`config.mk`:
```
export PLATFORM = sky130hd
export DESIGN_NAME = booth_multiplier_flat
export DESIGN_NICKNAME = d
export VERILOG_FILES = /design/src/rtl/booth_multiplier_if.sv /design/src/rtl/booth_multiplier.sv /design/src/flat_wrapper.sv
export SDC_FILE = /design/constraint.sdc
export NUM_CORES = 1
export LEC_CHECK = 0
export CORE_MARGIN = 1
export CORE_UTILIZATION = 51
export CTS_BUF_LIST = sky130_fd_sc_hd__clkbuf_16
export CTS_CLUSTER_DIAMETER = 200
export DETAILED_ROUTE_END_ITERATION = 8
export PLACE_DENSITY = 0.84
export SYNTH_ARGS = -nofsm -noshare
export SYNTH_HDL_FRONTEND = slang
export SYNTH_SLANG_ARGS = --single-unit
```
`constraint.sdc`:
```
create_clock -name clk -period 7 [get_ports clk]
set_input_delay 1.75 -clock clk [delete_from_list [all_inputs] [get_ports clk]]
set_output_delay 1.75 -clock clk [all_outputs]
set_load 0.05 [all_outputs]
```
`src/rtl/booth_multiplier_if.sv`:
```
// Bundle of start/operand/result signals shared between the multiplier and its requester.
// START/busy/done handshake: a 0->1 transition of START sampled at clk launches a job using the
// M1/M2 values present at that edge; busy is high while the job runs; done pulses for one cycle
// when out has just been updated, and out holds until the next completed job.
interface booth_multiplier_if;
    logic        START;
    logic [7:0]  M1;
    logic [7:0]  M2;
    logic [15:0] out;
    logic        busy;
    logic        done;
    logic [1:0]  dbg_state;

    modport master (
        output START, M1, M2,
        input  out, busy, done, dbg_state
    );

    modport slave (
        input  START, M1, M2,
        output out, busy, done, dbg_state
    );
endinterface

```
`src/rtl/booth_multiplier.sv`:
```
// Sequential 8x8 signed radix-2 Booth multiplier, one step per clock, 9-clock latency.
// Define BOOTH_RESTART_EN to let a START rising edge abort and reload a running operation.
module booth_multiplier (
    input  logic                 clk,
    input  logic                 rst_n,
    booth_multiplier_if.slave    bus
);
    typedef enum logic [1:0] {
        IDLE = 2'd0,
        RUN  = 2'd1,
        DONE = 2'd2
    } state_t;

    state_t      state;
    logic [8:0]  a;
    logic [8:0]  m;
    logic [7:0]  q;
    logic        qm1;
    logic [3:0]  cnt;
    logic        start_q;
    logic [15:0] out_r;
    logic        busy_r;
    logic        done_r;

    logic        start_rise;
    logic        load;
    logic [8:0]  sum;

    assign start_rise = bus.START & ~start_q;

`ifdef BOOTH_RESTART_EN
    assign load = start_rise;
`else
    assign load = start_rise && (state == IDLE);
`endif

    always_comb begin
        sum = a;
        case ({q[0], qm1})
            2'b01:   sum = a + m;
            2'b10:   sum = a - m;
            default: sum = a;
        endcase
    end

    always_ff @(posedge clk or negedge rst_n) begin
        if (!rst_n) begin
            state   <= IDLE;
            a       <= '0;
            m       <= '0;
            q       <= '0;
            qm1     <= 1'b0;
            cnt     <= '0;
            start_q <= 1'b0;
            out_r   <= '0;
            busy_r  <= 1'b0;
            done_r  <= 1'b0;
        end else begin
            start_q <= bus.START;
            done_r  <= 1'b0;
            if (load) begin
                a      <= '0;
                m      <= {bus.M1[7], bus.M1};
                q      <= bus.M2;
                qm1    <= 1'b0;
                cnt    <= 4'd8;
                busy_r <= 1'b1;
                state  <= RUN;
            end else begin
                case (state)
                    RUN: begin
                        // Arithmetic shift of {sum, q, qm1} with the accumulator sign replicated.
                        a   <= {sum[8], sum[8:1]};
                        q   <= {sum[0], q[7:1]};
                        qm1 <= q[0];
                        cnt <= cnt - 4'd1;
                        if (cnt == 4'd1) begin
                            state <= DONE;
                        end
                    end
                    DONE: begin
                        out_r  <= {a[7:0], q};
                        done_r <= 1'b1;
                        busy_r <= 1'b0;
                        state  <= IDLE;
                    end
                    default: state <= IDLE;
                endcase
            end
        end
    end

    assign bus.out       = out_r;
    assign bus.busy      = busy_r;
    assign bus.done      = done_r;
    assign bus.dbg_state = state;
endmodule

```
`src/flat_wrapper.sv`:
```
// flat-port wrapper written by rule: the top's interface ports become plain ports
module booth_multiplier_flat 
  (clk, rst_n, bus_START, bus_M1, bus_M2, bus_out, bus_busy, bus_done, bus_dbg_state);
  booth_multiplier_if bus_i ();
  input  logic clk;
  input  logic rst_n;
  input wire logic [$bits(bus_i.START)-1:0] bus_START;
  input wire logic [$bits(bus_i.M1)-1:0] bus_M1;
  input wire logic [$bits(bus_i.M2)-1:0] bus_M2;
  output wire logic [$bits(bus_i.out)-1:0] bus_out;
  output wire logic [$bits(bus_i.busy)-1:0] bus_busy;
  output wire logic [$bits(bus_i.done)-1:0] bus_done;
  output wire logic [$bits(bus_i.dbg_state)-1:0] bus_dbg_state;
  assign bus_i.START = bus_START;
  assign bus_i.M1 = bus_M1;
  assign bus_i.M2 = bus_M2;
  assign bus_out = bus_i.out;
  assign bus_busy = bus_i.busy;
  assign bus_done = bus_i.done;
  assign bus_dbg_state = bus_i.dbg_state;
  booth_multiplier u_core (.clk(clk), .rst_n(rst_n), .bus(bus_i));
endmodule
```
# Word-level counts from Yosys, hierarchy flattened

Cells that the tools add are included.

Reductions and logical operators: 5
Mux-type cells: 16
Equal/unequal tests: 6
Bitwise operators: 3
Add/subtract/negate cells: 3

Operator list:

| operator              | count |
|---|---|
| $mux W9               | 2 |
| $pmux W9 S2           | 1 |
| $mux W8               | 2 |
| $add A9 B9 Y9         | 1 |
| $sub A9 B9 Y9         | 1 |
| $mux W4               | 2 |
| $mux W1               | 6 |
| $mux W2               | 3 |
| $eq A2 B1 Y1 const B  | 2 |
| $eq A2 B2 Y1 const B  | 2 |
| $eq A4 B1 Y1 const B  | 1 |
| $reduce_bool A2 Y1    | 2 |
| $sub A4 B1 Y4 const B | 1 |
| $ne A3 B1 Y1 const B  | 1 |
| $logic_not A2 Y1      | 1 |
| $not A1 Y1            | 2 |
| $reduce_and A2 Y1     | 1 |
| $and A1 B1 Y1         | 1 |
| $logic_and A1 B1 Y1   | 1 |

Register bits after elaboration: 51
Output and inout bits: 20
Input bits: 19
Word-level logic and storage cells: 43

# Depth between registers and ports, before layout

Depth after elaboration: 5
Gate-level depth with buffers: 12

# Worst setup path before layout

No wires, ideal clock.

Path kind: input -> register
From: in bus_START
To: reg u_core.m[4]
Setup time: 116 ps
Data arrival time: 2560 ps
Stages: 5
Path slack: 4324 ps
Path through: or4b_4 buf_6 buf_6 nand2_1 nand2_1

Cells in the longest elaborated chain, start to end: 2

RTL lines:

| element                | RTL line               | RTL |
|---|---|---|
| start: declaration     | flat_wrapper.sv:7      | `input wire logic [$bits(bus_i.START)-1:0] bus_START;` |
| $and A1 B1 Y1          | booth_multiplier.sv:29 | `assign start_rise = bus.START & ~start_q;` |
| $logic_and A1 B1 Y1    | booth_multiplier.sv:34 | `assign load = start_rise && (state == IDLE);` |
| end signal: assignment | booth_multiplier.sv:63 | `m <= {bus.M1[7], bus.M1};` |
| end: declaration       | booth_multiplier.sv:16 | `logic [8:0] m;` |

No other way between the ends.
A chain may end at the register's enable or synchronous reset.

# Final worst setup path

From: reg u_core.state[0] (netlist: u_core.bus.dbg_state[0])
To: out bus_dbg_state[0]

RTL lines:

| element                  | RTL line               | RTL |
|---|---|---|
| start: declaration       | booth_multiplier.sv:14 | `state_t state;` |
| start signal: assignment | booth_multiplier.sv:48 | `state <= IDLE;` |
| start signal: assignment | booth_multiplier.sv:68 | `state <= RUN;` |
| start signal: assignment | booth_multiplier.sv:78 | `state <= DONE;` |
| end: declaration         | flat_wrapper.sv:13     | `output wire logic [$bits(bus_i.dbg_state)-1:0] bus_dbg_state;` |

No word-level cell between the ends.

==> qor.yml <==
route:
  routed_wl_um: 5120
  drtIter0Drc: 128
  first_pass_iters: 4
  drcViolationCount: 0
  ant_nets: 0
  route.vias.total: 1943
  drt-vias-per-instance: 5.40
  wl_per_cell_um: 14.2
yosys:
  yosys.area_share.simple_pct: 16.2
  yosysTopAreaCell: "dfrtp_1"
  synth_nets: 289
  synth-adder-area-share_pct: 6.70
  yosysUniqueCellTypes: 39
  yosysTopAreaCellShare_pct: 49.3
  synth_edf_count: 0
  synth_compound_area_share_pct: 12.7
  synth-xor-area-share_pct: 4.14
  yosysSeqAreaShare_pct: 49.3
  ys_ff_latch: 50
  netlist_top_cells_area: "dfrtp_1 49%, mux2_2 6.7%, nand2_1 6.5%"
  yosysWarnings: 0
  synth_cells: 257
  synth-main-ff-cell: "dfrtp_1"
  synthMuxAreaShare_pct: 6.65
  synth.cell_area_sq_um: 2540
  synth_top_family_by_area: "simple AND/OR/NAND/NOR gates"
  synth.avg_cell_area_sq_um: 9.88
  synthArstFlopShare_pct: 100
floorplan:
  die_w_um: 72.6
  die_h_um: 72.6
  core_sq_um: 4750
  start_util_pct: 53.4
  dieArea_sq_um: 5270
  rows: 25
  io_pins: 39
place:
  place.gp.congestion: 0.869
  place_ws_ns: 3.66
  dpl.hpwl_um: 3570
  place_inst: 352
  place.port_buffers: 38
timing:
  fin_setup_tns_ns: 0
  tightest_slew_ns: 1.07
  fin_crit_ns: 3.32
  clock_skew_ns: 0.00752
  timing.final.crit_share_pct: 47.4
  hold_violations: 0
  setup_viol: 0
  rsz0062_at_grt: "no"
  maxSlewHeadroom_pct: 28.6
  setup_slack_ns: 3.68
  slew_viol_final: 0
  max_freq_ghz: 0.301
final_layout:
  final_util_pct: 65.6
  syn_to_final_growth_pct: 22.7
  layout_commonest_cell: "dfrtp_1"
  n_fill_cell: 408
  final_cell_mix: "50 x dfrtp_1, 44 x nand2_1, 37 x clkdlybuf4s50_1"
  drive_gt1_share_pct: 10.2
  diodes: 0
  nNetsFinal: 324
  layout.cells.non_filler: 360
clock_network:
  clkLatencyLatePin_ns: 0.29
  cts_sinks: 50
  cts-root-buf: "clkbuf_16"
  cts_hold_buf: 0
  ctsResizeCount: 0
  cts_buffers: 5
  postCtsSetupBuffers: 0
  path_clk_slew_ns: 0.07
  h-tree-depth: 2
  cts_tree: "built"
  clockBufferDepth: 2
setup_path:
  path_class: "reg -> out"
  critPathMaxFanout: 6
  crit_arrival_ns: 1.57
  startpoint: "u_core.bus.dbg_state[0]"
  crit_path_end_kind: "output port"
  path_cells: "clkdlybuf4s50_1"
  required_ns: 5.25
  cp_slowest_cell: "clkdlybuf4s50_1"
  slowest_delay_ns: 0.84
  crit_buf_inv: 1
  critPathTopFamily: "buffers and inverters"
  r2r-start: "u_core.q[0]"
  startpoint_type: "register"
worst_hold_path:
  hold_path_startpoint: "u_core.bus.out[9]"
  min_path_type: "reg -> reg"
grt:
  grt_pass1_wl_um: 8780
  grt_max_degree: 51
  grt_pass1_vias: 1970
  grtUsageTotal_pct: 22.2
  grt_antenna_before_repair: 0
  gr-total-overflow: 0
run_status:
  status: "finished, final reports clean"
flow_run:
  max_cap_violations: 0
-- cell usage after synthesis, types with 5 or more instances --
master and number:
dfrtp_1 50, nand2_1 44, nor2_1 20, o21ai_0 19, mux2_2 15, ha_1 12
inv_1 12, nand3_1 9, xnor2_1 9, a21oi_1 8, a31oi_1 8, buf_2 5
-- through the flow --
| step | instance area, sq um | hold WS, ns |
|---|---|---|
| floorplan | 2540 | 0.480 |
| global placement | 2950 | 0.463 |
| detailed placement | 2950 | 0.463 |
| CTS | 3120 | 0.489 |
| global route | 3120 | 0.513 |
| finish | 3120 | 0.490 |
-- flip-flops by register name (all words and copies together) (netlist names) --
name,count
u_core.bus.busy,1
u_core.bus.dbg_state,2
u_core.cnt,4
u_core.start_q,1
u_core.a,8
u_core.m,8
u_core.q,8
u_core.bus.out,16
u_core.bus.done,1
u_core.qm1,1
-- path summary, 6_finish.rpt --
check	to	slack (ns)	cells past startpoint
max	bus_dbg_state[0]	3.68	1
min	u_core.bus.out[9]	0.49	2
max reg2reg	u_core.a[7]	4.31	9
min reg2reg	u_core.bus.out[9]	0.49	2
max in group asynchronous	u_core.a[6]	4.67	1
min in group asynchronous	u_core.bus.out[11]	1.65	1
-- cell families (layout without fill, tap and decap cells) --
family	after synthesis	after routing
AO/OA/AOI/OAI	53	53
XOR/XNOR	12	12
adder cells (fa/ha/maj)	13	13
buffers and inverters	24	60
flip-flops	50	50
multiplexers	15	15
AND/OR/NAND/NOR	90	90
-- per-layer routing --
layer / global-route usage, % / wire length [um] / part of all wire (%) / up-vias
li1: - / - / - / 954
met1: 28.5 / 2310 / 45 / 937
met5: 0 / 0 / 0 / -
met2: 36.3 / 2540 / 50 / 40
met3: 3.45 / 143 / 2.8 / 12
met4: 11.8 / 127 / 2.5 / 0
-- area by class of cell --
type	instances	area, sq um	area share (%)
flip-flops and latches	50	1250	40.1
multi-input cells	183	1180	37.8
repair buffers	40	390	12.5
clock buffers	5	125	4.01
well taps	67	83.8	2.69
inverters	12	45.0	1.45
clock inverters	3	43.8	1.41
Power is left out: the tool's default activity adds up to more than one toggle a clock period on the data nets, which glitch-free logic cannot reach.
